$ cat config.mk
export PLATFORM = sky130hd
export DESIGN_NAME = stack_sequencer_flat
export DESIGN_NICKNAME = d
export VERILOG_FILES = /design/src/rtl/stack_pkg.sv /design/src/rtl/stack_sequencer_if.sv /design/src/rtl/stack_sequencer.sv /design/src/flat_wrapper.sv
export SDC_FILE = /design/constraint.sdc
export NUM_CORES = 1
export LEC_CHECK = 0
export ABC_AREA = 1
export CAP_MARGIN = 10
export CORE_UTILIZATION = 39
export DETAILED_ROUTE_END_ITERATION = 16
export PLACE_DENSITY = 0.8
export SLEW_MARGIN = 20
export SYNTH_ARGS = -nofsm -noshare
export SYNTH_HDL_FRONTEND = slang
export SYNTH_SLANG_ARGS = --single-unit
$ cat constraint.sdc
create_clock -name clk -period 1.75 [get_ports clk]
set_clock_uncertainty 0.1 [all_clocks]
set_input_delay 0.35 -clock clk [delete_from_list [all_inputs] [get_ports clk]]
set_output_delay 0.35 -clock clk [all_outputs]
set_load 0.01 [all_outputs]
$ cat src/rtl/stack_pkg.sv
// Shared opcode constants and FSM state encoding for the stack sequencer.
// Optional arithmetic states are present only when STACK_SEQ_ARITH_EN is defined.
package stack_pkg;

   localparam int unsigned OP_W = 4;

   localparam logic [OP_W-1:0] OP_NOP  = 4'b0000;
   localparam logic [OP_W-1:0] OP_POP  = 4'b0001;
   localparam logic [OP_W-1:0] OP_DROP = 4'b0010;
   localparam logic [OP_W-1:0] OP_ADD  = 4'b0011;
   localparam logic [OP_W-1:0] OP_SUB  = 4'b0100;
   localparam logic [OP_W-1:0] OP_DUP  = 4'b0101;
   localparam logic [OP_W-1:0] OP_SWAP = 4'b0111;
   localparam logic [OP_W-1:0] OP_PUSH = 4'b1000;

`ifdef STACK_SEQ_ARITH_EN
   typedef enum logic [2:0] {
      IDLE,
      EXEC,
      A_LATCH,
      A_DROP1,
      A_DROP2,
      A_PUSH
   } state_t;
`else
   typedef enum logic [0:0] {
      IDLE,
      EXEC
   } state_t;
`endif

endpackage

$ cat src/rtl/stack_sequencer_if.sv
// Instruction channel plus downstream stack command/status channel.
// master = instruction source and downstream stack; slave = sequencer.
interface stack_sequencer_if #(
   parameter int unsigned WIDTH = 16
);
   logic             instr_valid;
   logic             instr_ready;
   logic [3:0]       instr_op;
   logic [WIDTH-1:0] instr_imm;
   logic [3:0]       stack_action;
   logic [WIDTH-1:0] stack_val;
   logic [WIDTH-1:0] top;
   logic [WIDTH-1:0] next;
   logic             pop_valid;
   logic [WIDTH-1:0] pop_data;

   modport master (
      output instr_valid, instr_op, instr_imm, top, next,
      input  instr_ready, stack_action, stack_val, pop_valid, pop_data
   );

   modport slave (
      input  instr_valid, instr_op, instr_imm, top, next,
      output instr_ready, stack_action, stack_val, pop_valid, pop_data
   );
endinterface

$ cat src/rtl/stack_sequencer.sv
// Stack sequencer: turns instructions into registered commands for an external stack.
// Define STACK_SEQ_ARITH_EN to enable add/sub; otherwise those opcodes are illegal.
module stack_sequencer
   import stack_pkg::*;
#(
   parameter  int unsigned WIDTH   = 16,
   parameter  int unsigned DEPTH   = 10,
   localparam int unsigned DEPTH_W = $clog2(DEPTH + 1)
) (
   input  logic               clk,
   input  logic               rst,
   stack_sequencer_if.slave   bus,
   output logic [DEPTH_W-1:0] depth,
   output logic               err_overflow,
   output logic               err_underflow,
   output logic               err_illegal
);

   state_t state;
   logic   accept_c;
   logic   is_nop_c;
   logic   illegal_c;
   logic   ovf_c;
   logic   unf_c;
   logic   is_arith_c;
   logic   go_exec_c;
   logic   full_c;
   logic   lt2_c;

`ifdef STACK_SEQ_ARITH_EN
   logic [WIDTH-1:0] result;
   logic             sub_q;
`endif

   assign bus.instr_ready = (state == IDLE) && !rst;
   assign accept_c        = bus.instr_valid && bus.instr_ready;
   assign full_c          = (depth == DEPTH_W'(DEPTH));
   assign lt2_c           = (depth == DEPTH_W'(0)) || (depth == DEPTH_W'(1));

   // Classify the offered opcode against the current occupancy.
   always_comb begin
      is_nop_c   = 1'b0;
      illegal_c  = 1'b0;
      ovf_c      = 1'b0;
      unf_c      = 1'b0;
      is_arith_c = 1'b0;
      case (bus.instr_op)
         OP_NOP:          is_nop_c = 1'b1;
         OP_PUSH:         ovf_c    = full_c;
         OP_POP, OP_DROP: unf_c    = (depth == DEPTH_W'(0));
         OP_DUP: begin
            unf_c = (depth == DEPTH_W'(0));
            ovf_c = full_c;
         end
         OP_SWAP:         unf_c    = lt2_c;
`ifdef STACK_SEQ_ARITH_EN
         OP_ADD, OP_SUB: begin
            is_arith_c = 1'b1;
            unf_c      = lt2_c;
         end
`endif
         default:         illegal_c = 1'b1;
      endcase
   end

   assign go_exec_c = !is_nop_c && !illegal_c && !ovf_c && !unf_c && !is_arith_c;

   always_ff @(posedge clk) begin
      if (rst) begin
         state            <= IDLE;
         depth            <= '0;
         bus.stack_action <= OP_NOP;
         bus.stack_val    <= '0;
         bus.pop_valid    <= 1'b0;
         bus.pop_data     <= '0;
         err_overflow     <= 1'b0;
         err_underflow    <= 1'b0;
         err_illegal      <= 1'b0;
`ifdef STACK_SEQ_ARITH_EN
         result           <= '0;
         sub_q            <= 1'b0;
`endif
      end else begin
         bus.stack_action <= OP_NOP;
         bus.stack_val    <= '0;
         bus.pop_valid    <= 1'b0;
         case (state)
            IDLE: begin
               if (accept_c) begin
                  if (ovf_c)     err_overflow  <= 1'b1;
                  if (unf_c)     err_underflow <= 1'b1;
                  if (illegal_c) err_illegal   <= 1'b1;
                  if (go_exec_c) begin
                     state            <= EXEC;
                     bus.stack_action <= bus.instr_op;
                     bus.stack_val    <= (bus.instr_op == OP_PUSH) ? bus.instr_imm : '0;
                  end
`ifdef STACK_SEQ_ARITH_EN
                  if (is_arith_c && !unf_c) begin
                     state <= A_LATCH;
                     sub_q <= (bus.instr_op == OP_SUB);
                  end
`endif
               end
            end
            // Occupancy follows the command that was on the bus this cycle.
            EXEC: begin
               state <= IDLE;
               case (bus.stack_action)
                  OP_PUSH, OP_DUP: depth <= depth + DEPTH_W'(1);
                  OP_DROP:         depth <= depth - DEPTH_W'(1);
                  OP_POP: begin
                     depth         <= depth - DEPTH_W'(1);
                     bus.pop_valid <= 1'b1;
                     bus.pop_data  <= bus.top;
                  end
                  default: ;
               endcase
            end
`ifdef STACK_SEQ_ARITH_EN
            A_LATCH: begin
               result           <= sub_q ? (bus.next - bus.top) : (bus.next + bus.top);
               state            <= A_DROP1;
               bus.stack_action <= OP_DROP;
            end
            A_DROP1: begin
               depth            <= depth - DEPTH_W'(1);
               state            <= A_DROP2;
               bus.stack_action <= OP_DROP;
            end
            A_DROP2: begin
               depth            <= depth - DEPTH_W'(1);
               state            <= A_PUSH;
               bus.stack_action <= OP_PUSH;
               bus.stack_val    <= result;
            end
            A_PUSH: begin
               depth <= depth + DEPTH_W'(1);
               state <= IDLE;
            end
`endif
            default: state <= IDLE;
         endcase
      end
   end

endmodule

$ cat src/flat_wrapper.sv
// flat-port wrapper written by rule: the top's interface ports become plain ports
module stack_sequencer_flat import stack_pkg::*;
#(
   parameter  int unsigned WIDTH   = 16,
   parameter  int unsigned DEPTH   = 10,
   localparam int unsigned DEPTH_W = $clog2(DEPTH + 1)
)
  (clk, rst, depth, err_overflow, err_underflow, err_illegal, bus_instr_valid, bus_instr_op, bus_instr_imm, bus_top, bus_next, bus_instr_ready, bus_stack_action, bus_stack_val, bus_pop_valid, bus_pop_data);
  stack_sequencer_if #(.WIDTH(WIDTH)) bus_i ();
  input  logic clk;
  input  logic rst;
  output logic [DEPTH_W-1:0] depth;
  output logic err_overflow;
  output logic err_underflow;
  output logic err_illegal;
  input wire logic [$bits(bus_i.instr_valid)-1:0] bus_instr_valid;
  input wire logic [$bits(bus_i.instr_op)-1:0] bus_instr_op;
  input wire logic [$bits(bus_i.instr_imm)-1:0] bus_instr_imm;
  input wire logic [$bits(bus_i.top)-1:0] bus_top;
  input wire logic [$bits(bus_i.next)-1:0] bus_next;
  output wire logic [$bits(bus_i.instr_ready)-1:0] bus_instr_ready;
  output wire logic [$bits(bus_i.stack_action)-1:0] bus_stack_action;
  output wire logic [$bits(bus_i.stack_val)-1:0] bus_stack_val;
  output wire logic [$bits(bus_i.pop_valid)-1:0] bus_pop_valid;
  output wire logic [$bits(bus_i.pop_data)-1:0] bus_pop_data;
  assign bus_i.instr_valid = bus_instr_valid;
  assign bus_i.instr_op = bus_instr_op;
  assign bus_i.instr_imm = bus_instr_imm;
  assign bus_i.top = bus_top;
  assign bus_i.next = bus_next;
  assign bus_instr_ready = bus_i.instr_ready;
  assign bus_stack_action = bus_i.stack_action;
  assign bus_stack_val = bus_i.stack_val;
  assign bus_pop_valid = bus_i.pop_valid;
  assign bus_pop_data = bus_i.pop_data;
  stack_sequencer #(.WIDTH(WIDTH), .DEPTH(DEPTH)) u_core (.clk(clk), .rst(rst), .bus(bus_i), .depth(depth), .err_overflow(err_overflow), .err_underflow(err_underflow), .err_illegal(err_illegal));
endmodule
==> results.py <==
metrics = {
    "yosys": {
        "synth_edf_count": 0,
        "synthesis.nets": 310,
        "async_reset_ff_frac": 0,
        "synth_area_um2": 1880,
        "ys_seq_area_frac": 0.479,
        "ys_ff_latch": 45,
        "ys_types": 24,
        "ys.flop_type": "dfxtp_1",
        "syn_inst": 251,
        "avgSynthCellArea_um2": 7.49,
        "yosysWarningCount": 0,
    },
    "timing": {
        "fmax_mhz": 598,
        "timing.final.crit_share": 0.955,
        "finalSetupViolCount": 0,
        "maxSlewHeadroom": 0.773,
        "tightestPinTransition_ps": 340,
        "period_minus_slack_ps": 1670,
        "finalHoldViolCount": 0,
        "slew_viol_final": 0,
    },
    "critical_path": {
        "worstPathRequired_ps": 1300,
        "crit_chain": "clkdlybuf4s50_1",
        "arrival_ps": 1220,
        "crit_path_end_kind": "output port",
        "critPathTopFamily": "buffers and inverters",
        "cp_num_cells": 1,
        "cp_max_fo": 3,
        "critPathBufInv": 1,
        "worst-r2r-cell-count": 9,
        "cp_slowest_cell": "clkdlybuf4s50_1",
        "critPathKind": "reg -> out",
        "cp-start-kind": "register",
        "slowest_delay_ps": 560,
    },
    "layout": {
        "syn_to_final_growth_pct": 60.0,
        "final_cells": 407,
        "final_layout_size_suffix_gt1_frac": 0.158,
        "multi_input_area_um2": 818,
        "fillers": 396,
        "num_antenna_cells": 0,
        "mostFrequentLayoutCells": "clkdlybuf4s50_1 (77), nor2_1 (60), dfxtp_1 (43), nand2_1 (35), inv_1 (32)",
        "seq_area_um2": 903,
        "post-route-util": 0.668,
        "nets": 413,
        "final_common_cell": "clkdlybuf4s50_1",
    },
    "floorplanning": {
        "die_w_um": 71.4,
        "ioPinCount": 100,
        "die-area_um2": 5100,
        "die_y_um": 71.4,
        "core_area_um2": 4500,
        "row_count": 24,
        "start_util": 0.418,
    },
    "power": {
        "pwr-share-seq": 0.536,
        "vdd_drop_max_mv": 0.415,
        "switching_power_mw": 0.480,
        "p_clk_frac": 0.333,
        "p_sw_frac": 0.247,
        "p_int_mw": 1.46,
        "comb_power_share": 0.131,
        "pwr_density_cell_nw_per_um2": 646,
        "p_leak_nw": 1.35,
    },
    "detailed_routing": {
        "dr.pass1.iters": 4,
        "via_count": 1851,
        "vias_per_cell": 4.55,
        "drt_iter0_markers": 74,
        "remaining_drc_errors": 0,
        "post_drt_wl_per_cell_um": 11.1,
        "routed_wl_mm": 4.51,
        "ant_nets": 0,
    },
    "clocking": {
        "cts_buffers": 5,
        "clkTransAtPathRegs_ps": 90,
        "worstSkewPairLatency_ps": 290,
        "cts_sinks": 45,
        "htreeDepth": 2,
        "hold_buffers": 0,
        "clockBufferDepth": 2,
        "cts_tree": "built",
        "clockRootBuffer": "clkbuf_8",
    },
    "global_routing": {
        "grt_pass1_wl_mm": 7.18,
        "grt_max_degree": 18,
        "grt_overflow": 0,
        "grt_pass1_vias": 1733,
        "global_route.usage.total": 0.177,
        "antenna_found_initial": 0,
    },
    "run": {
        "cap_violations": 0,
    },
    "placement": {
        "place_hpwl_mm": 3.29,
        "portBuffers": 83,
        "place_congestion": 0.809,
        "dp.cells": 396,
    },
    "status": {
        "status": "complete, no violations",
    },
    "hold_path": {
        "worst_hold_path.num_cells": 1,
        "hold_path_class": "reg -> reg",
    },
}
repair_timing:
action	CTS	global route
resized for setup	2	9
pin swaps	0	0
gates cloned	0	1
setup endpoints to repair	2	38
buffers inserted	0	2
flip-flops by register name, summed over array words and instances (netlist names):
signal,flops
u_core.bus.pop_data,16
u_core.bus.pop_valid,1
u_core.bus.stack_action,4
u_core.bus.stack_val,16
u_core.depth,4
u_core.err_illegal,1
u_core.err_overflow,1
u_core.err_underflow,1
u_core.state,1
kinds of logic after synthesis:
group / after synthesis / synth area share
compound gates: 28 / 0.0772
buf+inv: 44 / 0.0978
simple gates: 127 / 0.305
xor+xnor: 3 / 0.0140
flops: 45 / 0.479
fa+ha+maj: 4 / 0.0266
per-layer routing:
metal,vias to the layer above,track usage,share of wire
li1,964,-,-
met1,803,0.192,0.41
met2,75,0.308,0.47
met3,9,0.0858,0.10
met4,0,0.0467,0.015
met5,-,0,0
worst paths after layout:
check	from	endpoint	slack, ps
worst max-delay path	u_core.bus.stack_action[3]	bus_stack_action[3]	80
worst min-delay path	u_core.err_overflow	u_core.err_overflow	370
worst max register to register	u_core.depth[0]	u_core.bus.stack_val[7]	230
worst min register to register	u_core.err_overflow	u_core.err_overflow	370
area by class of cell:
type	instances	area share
timing repair buffer	101	0.328
sequential	45	0.300
multi-input combinational	163	0.272
inverter	38	0.0486
clock buffer	5	0.0229
tap	52	0.0216
clock inverter	3	0.00707
cells in the mapped netlist, types with 2 or more instances:
master,n,share of area
o21ai_0,19,0.051
ha_1,4,0.027
nor2_1,60,0.12
nand2_1,35,0.070
inv_2,5,0.010
dfxtp_1,45,0.48
xnor2_1,2,0.0093
nor3_1,3,0.0080
nand3_1,7,0.019
nor2_4,3,0.018
nor2_2,10,0.033
nand2_2,5,0.017
o21a_1,2,0.0080
a21oi_1,6,0.016
clkbuf_1,3,0.0060
inv_1,33,0.066
buf_4,2,0.0080
through the flow:
stage	worst slack (ps)	instance area (um^2)	setup TNS, ps	hold slack [ps]	total power, mW
after floorplan	110	1880	0	319	1.16
after global placement	-233	2870	-4490	348	1.31
after detailed placement	-252	2870	-5030	352	1.31
after CTS	18.4	2960	0	372	1.96
after global routing	-11.8	3010	-11.8	405	2.04
final	79.1	3010	0	367	1.94
power groups by stage:
stage          clock (mW)  combinational [mW]  sequential, mW
6_report            0.647               0.254            1.04
5_1_grt             0.717               0.278            1.04
4_1_cts             0.672               0.250            1.04
3_5_place_dp            0               0.249            1.07
3_3_place_gp            0               0.246            1.07
2_1_floorplan           0              0.0888            1.07
Note: power is estimated with default switching activity, not from simulation.
